[src/rtl/cnu_pkg.sv]
// Shared helpers and types for the serial min-sum check-node tracker:
// magnitude width, all-ones magnitude, clog2, and the sign-magnitude message layout.
package cnu_pkg;

  function automatic int mag_w(input int w);
    return w - 1;
  endfunction

  function automatic int mag_max(input int w);
    return (1 << (w - 1)) - 1;
  endfunction

  function automatic int cnu_clog2(input int v);
    int r;
    r = 0;
    for (int i = 0; i < 32; i++) begin
      if ((1 << r) < v) r = r + 1;
    end
    return r;
  endfunction

  localparam int MSG_W = 6;

  typedef struct packed {
    logic               sgn;
    logic [MSG_W-2:0]   mag;
  } cnu_msg_t;

endpackage

[src/rtl/cnu_min_insert.sv]
// Combinational insertion of one magnitude into a running (min1, min2, idx) triple.
// Strict less-than on min1 keeps the earliest index on ties; equal values fall to min2.
module cnu_min_insert
  import cnu_pkg::*;
#(
  parameter int MW   = 5,
  parameter int IDXW = 3
) (
  input  logic [MW-1:0]   min1,
  input  logic [MW-1:0]   min2,
  input  logic [IDXW-1:0] idx,
  input  logic [MW-1:0]   m,
  input  logic [IDXW-1:0] p,
  output logic [MW-1:0]   next_min1,
  output logic [MW-1:0]   next_min2,
  output logic [IDXW-1:0] next_idx
);

  always_comb begin
    next_min1 = min1;
    next_min2 = min2;
    next_idx  = idx;
    if (m < min1) begin
      next_min2 = min1;
      next_min1 = m;
      next_idx  = p;
    end else if (m < min2) begin
      next_min2 = m;
    end
  end

endmodule

[src/rtl/cnu_min_tracker.sv]
// Serial check-node magnitude tracker: min1/min2/idx/sign-XOR over WC messages per frame.
// Optional offset min-sum output stage enabled by defining CNU_OFFSET_MS_EN.
module cnu_min_tracker
  import cnu_pkg::*;
#(
  parameter int W    = 6,
  parameter int WC   = 6,
  parameter int IDXW = cnu_clog2(WC),
  parameter int BETA = 1
) (
  input  logic              clk,
  input  logic              rst,
  input  logic              x_valid,
  input  logic [W-1:0]      x,
  input  logic              frame_clr,
  output logic [W-2:0]      min1,
  output logic [W-2:0]      min2,
  output logic [IDXW-1:0]   idx,
  output logic              sgn,
  output logic              out_valid,
  output logic              busy
);

  localparam int              MW      = mag_w(W);
  localparam logic [MW-1:0]   MAX_MAG = MW'(mag_max(W));
  localparam logic [IDXW-1:0] LAST    = IDXW'(WC - 1);

  logic [IDXW-1:0] count_reg;
  logic [MW-1:0]   acc_min1_reg, acc_min2_reg;
  logic [IDXW-1:0] acc_idx_reg;
  logic            acc_sgn_reg;
  logic [MW-1:0]   min1_reg, min2_reg;
  logic [IDXW-1:0] idx_reg;
  logic            sgn_reg, out_valid_reg;

  logic [MW-1:0]   ins_min1, ins_min2;
  logic [IDXW-1:0] ins_idx;
  logic [MW-1:0]   res_min1, res_min2;
  logic            ins_sgn;

  cnu_min_insert #(.MW(MW), .IDXW(IDXW)) u_insert (
    .min1      (acc_min1_reg),
    .min2      (acc_min2_reg),
    .idx       (acc_idx_reg),
    .m         (x[W-2:0]),
    .p         (count_reg),
    .next_min1 (ins_min1),
    .next_min2 (ins_min2),
    .next_idx  (ins_idx)
  );

  assign ins_sgn = acc_sgn_reg ^ x[W-1];

`ifdef CNU_OFFSET_MS_EN
  localparam logic [MW-1:0] BETA_V = MW'(BETA);
  // Saturating subtract so small minima clamp at zero instead of wrapping.
  assign res_min1 = (ins_min1 > BETA_V) ? ins_min1 - BETA_V : '0;
  assign res_min2 = (ins_min2 > BETA_V) ? ins_min2 - BETA_V : '0;
`else
  assign res_min1 = ins_min1;
  assign res_min2 = ins_min2;
`endif

  always_ff @(posedge clk or negedge rst) begin
    if (!rst) begin
      count_reg     <= '0;
      acc_min1_reg  <= MAX_MAG;
      acc_min2_reg  <= MAX_MAG;
      acc_idx_reg   <= '0;
      acc_sgn_reg   <= 1'b0;
      min1_reg      <= '0;
      min2_reg      <= '0;
      idx_reg       <= '0;
      sgn_reg       <= 1'b0;
      out_valid_reg <= 1'b0;
    end else begin
      out_valid_reg <= 1'b0;
      if (frame_clr) begin
        count_reg    <= '0;
        acc_min1_reg <= MAX_MAG;
        acc_min2_reg <= MAX_MAG;
        acc_idx_reg  <= '0;
        acc_sgn_reg  <= 1'b0;
      end else if (x_valid) begin
        if (count_reg == LAST) begin
          // Publish the frame including this message and re-arm for back-to-back frames.
          min1_reg      <= res_min1;
          min2_reg      <= res_min2;
          idx_reg       <= ins_idx;
          sgn_reg       <= ins_sgn;
          out_valid_reg <= 1'b1;
          count_reg     <= '0;
          acc_min1_reg  <= MAX_MAG;
          acc_min2_reg  <= MAX_MAG;
          acc_idx_reg   <= '0;
          acc_sgn_reg   <= 1'b0;
        end else begin
          count_reg    <= count_reg + 1'b1;
          acc_min1_reg <= ins_min1;
          acc_min2_reg <= ins_min2;
          acc_idx_reg  <= ins_idx;
          acc_sgn_reg  <= ins_sgn;
        end
      end
    end
  end

  assign min1      = min1_reg;
  assign min2      = min2_reg;
  assign idx       = idx_reg;
  assign sgn       = sgn_reg;
  assign out_valid = out_valid_reg;
  assign busy      = (count_reg != '0);

endmodule
[config.mk]
export PLATFORM = sky130hd
export DESIGN_NAME = cnu_min_tracker
export DESIGN_NICKNAME = d
export VERILOG_FILES = /design/src/rtl/cnu_pkg.sv /design/src/rtl/cnu_min_insert.sv /design/src/rtl/cnu_min_tracker.sv
export SDC_FILE = /design/constraint.sdc
export NUM_CORES = 1
export LEC_CHECK = 0
export ABC_AREA = 1
export BUFFER_PORTS_ARGS = -buffer_cell sky130_fd_sc_hd__buf_2
export CORE_MARGIN = 5
export CORE_UTILIZATION = 39
export DETAILED_ROUTE_END_ITERATION = 8
export GPL_TIMING_DRIVEN = 0
export PLACE_DENSITY = 0.64
export SYNTH_ARGS = -nofsm -noshare
export SYNTH_HDL_FRONTEND = slang
export SYNTH_HIERARCHICAL = 1
export SYNTH_SLANG_ARGS = --single-unit
[constraint.sdc]
create_clock -name clk -period 2.15 [get_ports clk]
set_input_delay 0.215 -clock clk [delete_from_list [all_inputs] [get_ports clk]]
set_output_delay 0.215 -clock clk [all_outputs]
set_load 0.05 [all_outputs]
==> results.toml <==
[floorplanning]
start_util_pct = 40.76
num_io_pins = 26
die_w_um = 80.72
fp.coreArea_um2 = 4786
fp-row-count = 25
fp.dieH_um = 80.72
dieArea_um2 = 6516

[sta]
finalSetupViolCount = 0
maxSlewHeadroom_pct = 52.28
fmax_mhz = 494.3
fin_crit_sh_pct = 94.09
drv_slew = 0
finalSetupTns_ns = 0
hold_viol = 0
fin_worst_skew_ns = 0.01050
worst_slew_pin_slew_ns = 0.7158
finalCriticalPeriod_ns = 2.023
whs_ns = 0.1965

[cts]
cts_sinks = 32
ctsRootBufferMaster = "clkbuf_8"
cts_tree = "done"
cts_buffers = 5
htreeDepth = 2
clk_latency_ns = 0.29
path_clk_slew_ns = 0.07
cts.path.max_buffers = 2

[global_routing]
grt_pass1_vias = 1592
grt_pass1_wl_um = 7320
track_usage_pct = 14.59
antenna_found_initial = 0
overflow = 0
grt_max_degree = 33

[worst_setup_path]
cp_data_required_time_ns = 2.33
crit_path_cell_trace = "inv_2 -> ha_4 -> nand2_1 -> nor2_1 -> nand2_1 -> nand3_4 -> clkinvlp_4 -> buf_6 -> nand2_1 -> nand2_1 -> nand3_1 -> nand2_1"
startpoint_type = "register"
cp_max_fo = 6
crit_path_end_kind = "register"
cp_data_arrival_time_ns = 2.20
critical_path_class = "reg -> reg"
cpMostUsedCell = "nand2_1"
cpMaxStageDelayCell = "dfstp_2"
max_stage_delay_ns = 0.58

[pwr]
fin_total_pwr_mw = 1.665
peakVddDrop_mv = 0.2939
p_leak_nw = 1.493
p_per_area_nw_per_um2 = 693.9

[placed_design]
dp_hpwl_um = 3185
place_congestion = 0.8579
port_buffers = 25
dpl-instance-area_um2 = 2160

[route]
via_per_inst = 4.466
antenna_left = 0
drtIter0Drc = 114
vias = 1706
wl_um = 4394
drc = 0
firstDrtPassIters = 4
wl_per_cell_um = 11.50

[synth]
yosysWarnings = 6
syn-cell-area_um2 = 1951
synth_cell_types = 19
synth_seq_cells = 32
avgSynthCellArea_um2 = 7.119
synth_nets = 292
ys_seq_area_share_pct = 41.69
synthCells = 274

[min_path]
hp-class = "in -> reg"

[finish]
fillers = 480
syn_to_final_growth_pct = 23.03
nNetsFinal = 332
final_area_um2 = 2400
final_util_pct = 50.14
n_antenna_cell = 0
drive_above_1_share_pct = 24.13

[job]
max-cap-violations = 0

[run_status]
status = "finished clean"
-- per-layer routing --
metal	up-vias	wire, µm	GRT usage (%)
met3	9	217	2.018
met1	748	1997	18.98
met5	-	0	0
li1	910	-	-
met2	39	2108	23.59
met4	0	72	7.432
-- where the power goes --
| part | internal [mW] | leakage (nW) | switching, mW |
|---|---|---|---|
| sequential | 0.649 | 0.411 | 0.0285 |
| combinational | 0.158 | 1.03 | 0.250 |
| clock | 0.344 | 0.0552 | 0.237 |
| total | 1.15 | 1.49 | 0.515 |
-- final cells by class --
class                           count  area (µm²)  share of cell area, %
Multi-Input combinational cell    183       920.9                  38.37
Sequential cell                    32       813.3                  33.89
Timing Repair Buffer               33       203.9                  8.498
Inverter                           51       195.2                  8.133
Tap cell                           67       83.83                  3.493
Buffer                              8       75.07                  3.128
Clock buffer                        6       72.57                  3.024
Clock inverter                      2       35.03                  1.460
-- final timing paths --
check,startpoint,end,slack [ns],cells after the start
setup / recovery,acc_min1_reg[2]$_DFFE_PN1P_,acc_idx_reg[1]$_DFFE_PN0P_,0.13,12
hold / removal,x_valid,out_valid$_DFF_PN0_,0.20,3
setup reg to reg,acc_min1_reg[2]$_DFFE_PN1P_,acc_idx_reg[1]$_DFFE_PN0P_,0.13,12
hold reg to reg,min2[2]$_DFFE_PN0P_,min2[2]$_DFFE_PN0P_,0.46,2
max in group asynchronous,rst,min1[3]$_DFFE_PN0P_,1.17,2
min in group asynchronous,rst,min1[0]$_DFFE_PN0P_,0.52,2
-- synth_stat cells --
cell type / number / share of area, %
nand2_1: 109 / 21
inv_1: 51 / 9.8
nand3_1: 33 / 8.5
dfrtp_1: 22 / 28
nor2_1: 11 / 2.1
dfstp_2: 10 / 13
ha_1: 8 / 5.1
nand4_1: 6 / 1.9
buf_4: 4 / 1.5
buf_6: 4 / 2.3
o21ai_0: 3 / 0.77
a21oi_1: 2 / 0.51
nand2_2: 2 / 0.64
nand3_2: 2 / 1.0
nor2_4: 2 / 1.2
o21ai_1: 2 / 0.51
a21oi_2: 1 / 0.45
nand2_4: 1 / 0.58
o21a_1: 1 / 0.39
-- stage by stage --
stage	worst slack, ns	instances
finish	0.1270	382
global route	-0.05620	382
CTS	0.007109	375
detailed placement	0.03402	366
global placement	0.07279	366
floorplan	0.3486	274
-- cells in the final DEF (no fill, tap or decap), types with 3 or more instances in the layout --
cell type	netlist	final
nand2_1	109	105
dfstp_2	10	10
ha_1	8	6
buf_6	4	5
o21ai_1	2	3
buf_2	0	25
inv_1	51	48
nand2_2	2	6
clkbuf_8	0	5
dfrtp_1	22	22
nand4_1	6	6
nor2_1	11	10
nand3_1	33	32
buf_4	4	9
-- critical path, delay by kind of cell, from the launching register on --
kind | cells | cell delay [ns]
DFF | 1 | 0.58
adders and majority gates | 1 | 0.26
and+or+nand+nor | 8 | 0.65
buffers and inverters | 3 | 0.43
-- cells by family after synthesis --
| kind of cell | synth area share, % |
|---|---|
| AND/OR/NAND/NOR | 36.88 |
| buffers and inverters | 13.66 |
| flip-flops | 41.69 |
| AO/OA/AOI/OAI | 2.630 |
| adder cells (fa/ha/maj) | 5.132 |
-- repair_timing --
item | CTS | global route
resized for setup | 0 | 14
endpoints found under the setup margin | 0 | 20
buffers inserted | 0 | 7
hold endpoints to repair | 15 | 0
hold buffers | 1 | 0
Power figures use the tool's default switching activity.
